## src/rtl/os_pkg.sv

```systemverilog
// Shared symbol constants, ordered-set encodings and latched-field type
// for the Gen1 ordered-set generator.
package os_pkg;

    localparam int SYM_W = 8;

    localparam logic [7:0] K_COM    = 8'hBC;
    localparam logic [7:0] K_PAD    = 8'hF7;
    localparam logic [7:0] TS1_ID   = 8'h4A;
    localparam logic [7:0] TS2_ID   = 8'h45;
    localparam logic [7:0] IDLE_SYM = 8'h00;

    typedef enum logic [1:0] {
        OS_TS1  = 2'b00,
        OS_TS2  = 2'b01,
        OS_IDLE = 2'b10,
        OS_RSVD = 2'b11
    } osType_t;

    // LaneNumber 1x also means PAD; only LANE_SEQ selects the per-lane index.
    localparam logic [1:0] LANE_PAD = 2'b00;
    localparam logic [1:0] LANE_SEQ = 2'b01;

    typedef enum logic {
        S_IDLE = 1'b0,
        S_SEND = 1'b1
    } osState_t;

    typedef struct packed {
        osType_t    osType;
        logic [1:0] laneNumber;
        logic [7:0] linkNumber;
        logic [2:0] rate;
        logic       loopback;
    } osFields_t;

    localparam logic [3:0] LAST_SYM = 4'd15;

    // Rate ID: one bit per supported generation 1..rate, with rate clamped to 1..5.
    function automatic logic [7:0] rateId(input logic [2:0] rate);
        logic [2:0] top;
        rateId = '0;
        if (rate == 3'd0)
            top = 3'd1;
        else if (rate > 3'd5)
            top = 3'd5;
        else
            top = rate;
        for (int g = 1; g <= 5; g++) begin
            if (3'(g) <= top)
                rateId[g] = 1'b1;
        end
    endfunction

endpackage

```

## src/rtl/os_symbol_sel.sv

```systemverilog
// Combinational symbol lookup for one lane: returns {K, symbol} for the
// given latched fields, symbol index and lane index.
module os_symbol_sel #(
    parameter logic [7:0] NFTS          = 8'hFF,
    parameter int         LINK_PAD_ZERO = 1
) (
    input  os_pkg::osFields_t fields,
    input  logic [3:0]        symIndex,
    input  logic [7:0]        laneIndex,
    output logic              symK,
    output logic [7:0]        symData
);
    import os_pkg::*;

    // NOTE: every output gets a default before the case so no path leaves it
    // unassigned; otherwise synthesis would infer a latch.
    always_comb begin
        symK    = 1'b0;
        symData = IDLE_SYM;
        if (fields.osType != OS_IDLE) begin
            case (symIndex)
                4'd0: begin
                    symK    = 1'b1;
                    symData = K_COM;
                end
                4'd1: begin
                    if ((LINK_PAD_ZERO != 0) && (fields.linkNumber == 8'd0)) begin
                        symK    = 1'b1;
                        symData = K_PAD;
                    end else begin
                        symData = fields.linkNumber;
                    end
                end
                4'd2: begin
                    if (fields.laneNumber == LANE_SEQ) begin
                        symData = laneIndex;
                    end else begin
                        symK    = 1'b1;
                        symData = K_PAD;
                    end
                end
                4'd3: symData = NFTS;
                4'd4: symData = rateId(fields.rate);
                4'd5: symData = {5'b0, fields.loopback, 2'b00};
                default: symData = (fields.osType == OS_TS2) ? TS2_ID : TS1_ID;
            endcase
        end
    end

endmodule

```

## src/rtl/os_generator.sv

```systemverilog
// Gen1 TS1/TS2/IDLE ordered-set generator: 16 symbols per set on all lanes in
// parallel, Start/Busy/Finish handshake toward the TX LTSSM, registered outputs.
module os_generator #(
    parameter int         LANESNUMBER   = 16,
    parameter int         PIPEWIDTH     = 8,
    parameter logic [7:0] NFTS          = 8'hFF,
    parameter int         LINK_PAD_ZERO = 1
) (
    input  logic                             Pclk,
    input  logic                             Reset,
    input  logic                             OSGeneratorStart,
    input  logic [1:0]                       OSType,
    input  logic [1:0]                       LaneNumber,
    input  logic [7:0]                       LinkNumber,
    input  logic [2:0]                       Rate,
    input  logic                             Loopback,
    output logic                             OSGeneratorBusy,
    output logic                             OSGeneratorFinish,
    output logic [PIPEWIDTH*LANESNUMBER-1:0] OSData,
    output logic [LANESNUMBER-1:0]           OSDataK,
    output logic                             OSValid
);
    import os_pkg::*;

    osState_t   state, nextState;
    logic [3:0] symIdx, nextIdx;
    osFields_t  fields, nextFields;
    logic       nextSend;
    logic       nextFinish;

    logic [PIPEWIDTH*LANESNUMBER-1:0] laneData;
    logic [LANESNUMBER-1:0]           laneK;

    // NOTE: sequential state uses non-blocking assignments so every register
    // samples pre-edge values; blocking here would create order-dependent races.
    always_ff @(posedge Pclk) begin
        if (!Reset) begin
            state  <= S_IDLE;
            symIdx <= '0;
            fields <= '0;
        end else begin
            state  <= nextState;
            symIdx <= nextIdx;
            fields <= nextFields;
        end
    end

    always_comb begin
        nextState  = state;
        nextIdx    = symIdx;
        nextFields = fields;
        case (state)
            S_IDLE: begin
                if (OSGeneratorStart && !OSGeneratorBusy && (OSType != OS_RSVD)) begin
                    nextState  = S_SEND;
                    nextIdx    = '0;
                    nextFields = '{osType:     osType_t'(OSType),
                                   laneNumber: LaneNumber,
                                   linkNumber: LinkNumber,
                                   rate:       Rate,
                                   loopback:   Loopback};
                end
            end
            S_SEND: begin
                if (symIdx == LAST_SYM) begin
                    nextState = S_IDLE;
                    nextIdx   = '0;
                end else begin
                    nextIdx = symIdx + 4'd1;
                end
            end
            default: nextState = S_IDLE;
        endcase
        nextSend   = (nextState == S_SEND);
        nextFinish = nextSend && (nextIdx == LAST_SYM);
    end

    // Symbols are looked up from next-cycle fields/index so the output
    // registers present symbol 0 on the cycle right after Start is sampled.
    for (genvar i = 0; i < LANESNUMBER; i++) begin : gLane
        logic [SYM_W-1:0] sym;

        os_symbol_sel #(
            .NFTS          (NFTS),
            .LINK_PAD_ZERO (LINK_PAD_ZERO)
        ) uSymbolSel (
            .fields    (nextFields),
            .symIndex  (nextIdx),
            .laneIndex (8'(i)),
            .symK      (laneK[i]),
            .symData   (sym)
        );

        assign laneData[PIPEWIDTH*i +: PIPEWIDTH] = sym;
    end

    always_ff @(posedge Pclk) begin
        if (!Reset) begin
            OSGeneratorBusy   <= 1'b0;
            OSGeneratorFinish <= 1'b0;
            OSValid           <= 1'b0;
            OSData            <= '0;
            OSDataK           <= '0;
        end else begin
            OSGeneratorBusy   <= nextSend;
            OSGeneratorFinish <= nextFinish;
            OSValid           <= nextSend;
            OSData            <= nextSend ? laneData : '0;
            OSDataK           <= nextSend ? laneK : '0;
        end
    end

endmodule
```

## config.mk

```make
export PLATFORM = sky130hd
export DESIGN_NAME = os_generator
export DESIGN_NICKNAME = d
export VERILOG_FILES = /design/src/rtl/os_pkg.sv /design/src/rtl/os_symbol_sel.sv /design/src/rtl/os_generator.sv
export SDC_FILE = /design/constraint.sdc
export NUM_CORES = 1
export LEC_CHECK = 0
export ABC_AREA = 1
export CAP_MARGIN = 25
export CORE_ASPECT_RATIO = 0.5
export CORE_MARGIN = 5
export CORE_UTILIZATION = 30
export CTS_CLUSTER_DIAMETER = 80
export DETAILED_ROUTE_END_ITERATION = 8
export MAX_ROUTING_LAYER = met4
export PLACE_DENSITY = 0.67
export REMOVE_ABC_BUFFERS = 1
export SETUP_SLACK_MARGIN = 0.15
export SYNTH_ARGS = -nofsm -noshare
export SYNTH_HDL_FRONTEND = slang
export SYNTH_SLANG_ARGS = --single-unit
```

## constraint.sdc

```tcl
create_clock -name Pclk -period 2 [get_ports Pclk]
set_input_delay 0.3 -clock Pclk [delete_from_list [all_inputs] [get_ports Pclk]]
set_output_delay 0.3 -clock Pclk [all_outputs]
set_load 0.05 [all_outputs]
```

---- Word-level counts from Yosys, hierarchy flattened ----
Index checks and enable logic that the tools add are counted.
Widths: inputs -> output; s select.
storage, ports and cells
  register bits after elaboration ......... 151
  input port bits ......................... 19
  output and inout port bits .............. 147
  word-level logic and storage cells ...... 93
cells by class
  add/subtract/negate cells ............... 1
  magnitude comparators ................... 6
  equal/unequal tests ..................... 11
  muxes and demuxes ....................... 55
  bitwise logic cells ..................... 1
  reductions and logical operators ........ 9
operator list
  kind                 count
  $pmux 8 s6           16
  $mux 8               17
  $mux 16              2
  $mux 3               4
  $mux 4               3
  $mux 1               10
  $eq 4x2->1 const B   2
  $eq 4x3->1 const B   2
  $eq 4x4->1 const B   2
  $logic_not 8->1      1
  $pmux 4 s2           1
  $le 2x3->1 const A   2
  $le 3x3->1 const A   2
  $add 4x1->4 const B  1
  $eq 2x1->1 const B   2
  $eq 4x1->1 const B   1
  $logic_not 4->1      1
  $ne 2x2->1 const B   2
  $gt 3x3->1 const B   1
  $le 1x3->1 const A   1
  $logic_and 1x1->1    3
  $logic_not 3->1      1
  $pmux 1 s3           1
  $reduce_and 3->1     1
  other kinds (4)      4

---- Longest topological paths before layout ----
  depth after elaboration ................. 13
  gate-level depth with buffers ........... 14
  depth with buffers taken out ............ 13

---- Cells and area by module ----
From an unflattened synthesis, not the netlist that was laid out.
unflattened totals
  cells, all modules ...................... 2263
  area, all modules ....................... 12809.8 sq um
by module, submodules not included
  module                                   instances  cells an instance  area each (sq um)  sequential area each (sq um)
  os_symbol_sel (gLane[0].uSymbolSel ...)  13         105                469.2              0.0
  os_generator                             1          595                5306.3             3323.2
  os_symbol_sel (gLane[8].uSymbolSel ...)  2          103                464.2              0.0
  os_symbol_sel (gLane[7].uSymbolSel)      1          97                 475.5              0.0

---- Worst setup path before layout ----
No wires, ideal clock.
  path type ............................... reg2reg
  start point ............................. reg OSValid (netlist name)
  end point ............................... reg OSData[90]
  library setup time ...................... 0.117 ns
  arrival ................................. 1.749 ns
  data required time ...................... 1.883 ns
  setup slack ............................. 0.134 ns
  cell stages (with the launch flop) ...... 12
  buffers on the path ..................... 2
  clock period less this slack ............ 1.866 ns
  path through ............................ dfxtp_1 -> buf_6 -> inv_4 -> nand3_4 -> buf_4 -> nand2_1 -> nand2_1 -> nand3_1 -> nand3_1 -> nand2_1 -> nor2_1 -> a21oi_2
RTL lines
  item                    line                 text
  end signal: assignment  os_generator.sv:108  OSData <= nextSend ? laneData : '0;
  end: declaration        os_generator.sv:19   output logic [PIPEWIDTH*LANESNUMBER-1:0] OSData,

---- Final worst setup path ----
  start point ............................. in OSType[1]
  end point ............................... reg OSData[125]
between the ends
  word-level cells in the longest chain between the ends .. 12
  elaborated cells on any way between the ends .. 29
  classes of those cells .................. 2 x order compare; 8 x eq/ne; 14 x mux; 5 x reduce/logical
RTL lines
  item                line                 text
  start: declaration  os_generator.sv:12   input logic [1:0] OSType,
  $ne 2x2->1          os_generator.sv:54   if (OSGeneratorStart && !OSGeneratorBusy && (OSType != OS_RSVD)) begin
  $logic_and 1x1->1   os_generator.sv:54
  $mux 16             os_generator.sv:54
  $mux 16             os_generator.sv:52   case (state)
  $gt 3x3->1          os_pkg.sv:45         else if (rate > 3'd5)
  $mux 3              os_pkg.sv:45
  $mux 3              os_pkg.sv:43         if (rate == 3'd0)
  $mux 3              os_symbol_sel.sv:21  case (symIndex)
  $mux 3              os_symbol_sel.sv:20  if (fields.osType != OS_IDLE) begin
  $le 3x3->1          os_pkg.sv:50         if (3'(g) <= top)
  $mux 1              os_pkg.sv:50
  $pmux 8 s6          os_symbol_sel.sv:21
Parallel ways exist; a longest one is shown, timed or not. The select of a mux whose other input is x is not followed.
A chain may end at the register's enable or synchronous reset.

==> out/metrics.csv <==
stage,metric,value,unit
status,status,completed,
cts,CTS root buffer,clkbuf_16,
timing,final worst path period need,1.727,ns
detailed_routing,DR vias,2283,
floorplan,num rows,25,
power,PnR Total Power,4.288,mW
synthesis,number of flops mapped to enable cells by yosys,0,
floorplan,core box area,0.009290,sq mm
global_routing,met2 usage,0.1894,
timing,clk_skew,0.002805,ns
detailed_routing,DRC viols,0,
floorplan,Die Width,147.1,um
cts,CTS tree,yes,
hold_path,hold path startpoint,fields[12]$_SDFF_PN0_,
finish,ratio of cells with drive above 1 in the final layout,0.3761,
cts,Clock Latency Late Sink,0.28,ns
cts,H-tree depth,2,
placed_design,placed insts,572,
placed_design,Detail Placement HPWL,5.648,mm
finish,fin cells,589,
synthesis,Synth area leader,buf_4,
synthesis,Post-synth top cells,"133 x buf_4, 70 x nand2_1, 44 x inv_1",
power,Peak VDD IR,0.0003810,V
synthesis,Synth top area share,0.3542,
timing,Final Hold Violating Endpoints,0,
synthesis,cell with the most instances after synthesis,buf_4,
synthesis,asr flop ratio synth,0,
global_routing,global routing usage on met1,0.1368,
global_routing,GR peak layer,met2,
cts,clk sink count,35,
worst_setup_path,WP data required,2.18,ns
worst_setup_path,Worst Setup SP,OSType[1],
worst_setup_path,Worst R2R Path Depth,13,
synthesis,Synth Instances,401,
synthesis,Netlist cell types,30,
detailed_routing,post-route antenna net violation count,0,
cts,number of buffers created by CTS,5,
finish,Antenna diodes,0,
finish,fin util,0.4073,
cts,clock buffer depth,2,
global_routing,first-pass GRT wire length,10.35,mm
detailed_routing,Routed WL per cell,11.86,um
placed_design,Port Buf Inserts,165,
cts,Worst-path clk slew,0.05,ns
power,Power per Cell Area,1133,mW/mm^2
cts,CTS Hold Bufs,0,
finish,Reg area,704.4,sq um
global_routing,largest net degree at the start of global routing,21,
floorplan,Die Ht,78.55,um
synthesis,YS warnings,0,
finish,area of the multi-input gates,937.1,sq um
timing,Final Cycle Share,0.8635,
timing,Fmax,579.0,MHz
placed_design,Setup Slack @ Placement,-0.1444,ns
worst_setup_path,critical path class,in -> reg,
timing,RSZ-0062 raised after global routing,no,
floorplan,Initial Util,0.3034,
finish,fin nets,487,
global_routing,All-Layer GR Usage,0.1111,
power,Pleak,2.187,nW
synthesis,register bit total from synthesis,35,
floorplan,I/O pin count,166,
detailed_routing,final wirelength,6.985,mm
worst_setup_path,RR Startpoint,symIdx[0]$_SDFF_PN0_,
synthesis,top post-synthesis cells by area,"buf_4 35%, dfxtp_1 25%, nand2_1 9.3%",
job,maximum capacitance violations,0,
timing,relative slew slack,0.6469,
detailed_routing,DRT Pass-1 Iters,4,
timing,Setup Viol. Count Final,0,
hold_path,worst hold path depth,2,
global_routing,met3 GRT Util,0.01845,
placed_design,RD Place Congestion,0.8473,
finish,Fill cells,961,
synthesis,top_reg_cell synth,dfxtp_1,
detailed_routing,Starting DRT DRC Count,105,
floorplan,Die Area,0.01155,sq mm
synthesis,"Cell Area, Synth",0.002819,sq mm
worst_setup_path,nature of the critical path startpoint,input port,
timing,Final Max Slew Viols,0,
synthesis,"Seq/Total Area, Yosys",0.2486,
hold_path,hold crit path type,reg -> reg,
global_routing,total grt overflow,0,
global_routing,vias in the first global route,2038,
global_routing,initial antenna violation count,0,
finish,P&R area growth vs syn,34.22,%
timing,TNS Setup,0,ns
timing,fin worst setup slack,0.2729,ns
timing,worst slew pin tran,0.5289,ns
detailed_routing,Vias/cell,3.876,
worst_setup_path,"Max FO, Critical Path",9,
worst_setup_path,Worst Setup End Kind,flip-flop,
worst_setup_path,CP Data Arrival Time,1.91,ns
synthesis,Synth Area per Inst,7.030,sq um
-- worst max-delay path: stages --
cell	delay (ns)
clkdlybuf4s50_1	0.49
nand2_2	0.10
nand3_4	0.10
nand2_2	0.08
nand2_4	0.13
inv_2	0.07
nand2_1	0.14
inv_1	0.07
nand2_2	0.11
inv_1	0.07
nor2_2	0.10
nand3_1	0.06
nand2_1	0.06
inv_1	0.03
-- sequential cells by signal, summed over array words and instances (netlist names) --
name	count
OSData	12
OSValid	1
fields	16
OSDataK	1
OSGeneratorFinish	1
symIdx	4
-- final timing paths --
path	endpoint	slack (ns)
setup / recovery	OSData[125]$_SDFF_PN0_	0.27
hold reg to reg	fields[12]$_SDFF_PN0_	0.47
setup reg to reg	OSDataK[0]$_SDFF_PN0_	0.29
hold / removal	fields[12]$_SDFF_PN0_	0.47
-- cell type report --
cell class / count / area share
tap: 121 / 0.04001
sequential: 35 / 0.1862
clock buffer: 6 / 0.03671
multi-input combinational: 180 / 0.2477
timing repair buffer: 197 / 0.4319
clock inverter: 2 / 0.009259
inverter: 48 / 0.04828
-- what timing repair did --
action,in CTS,in global routing
buffers inserted,2,7
hold endpoints to repair,0,0
setup endpoints to repair,53,17
pin swaps,1,3
gates resized for setup,48,18
-- metal layers --
layer	part of all wire	wire, um
met1	0.43	2992
met3	0.020	140
met5	0	0
met4	0.015	106
met2	0.54	3746
-- per-stage QoR --
step | cell area, sq um | hold WS (ns)
floorplan | 1782 | 0.4484
finish | 3784 | 0.4706
CTS | 3676 | 0.4725
global placement | 3535 | 0.4559
global route | 3784 | 0.4915
detailed placement | 3535 | 0.4650
-- report_power, final --
group / internal, mW / switching (mW)
logic: 0.661 / 1.85
registers: 0.768 / 0.116
clock network: 0.619 / 0.279
total: 2.05 / 2.24
-- logic make-up after synthesis --
logic type,share of synthesized area
AOI/OAI and AO/OA,0.05015
adders and majority gates,0.004438
buffers and inverters,0.4328
DFF,0.2486
and+or+nand+nor,0.2641
-- cells in the final DEF (no fill, tap or decap), drive strengths merged, types with 2 or more instances in the layout --
cell	netlist	layout
clkdlybuf4s50	0	18
clkinv	1	2
clkbuf	2	6
nor2	41	41
nand4	3	3
inv	47	47
nand3	27	27
nand3b	5	5
a21oi	12	12
buf	136	126
dlygate4sd2	0	48
dlymetal6s2s	0	5
nand2	81	81
dfxtp	35	35
o21ai	8	8
(Power assumes the default switching activity.)
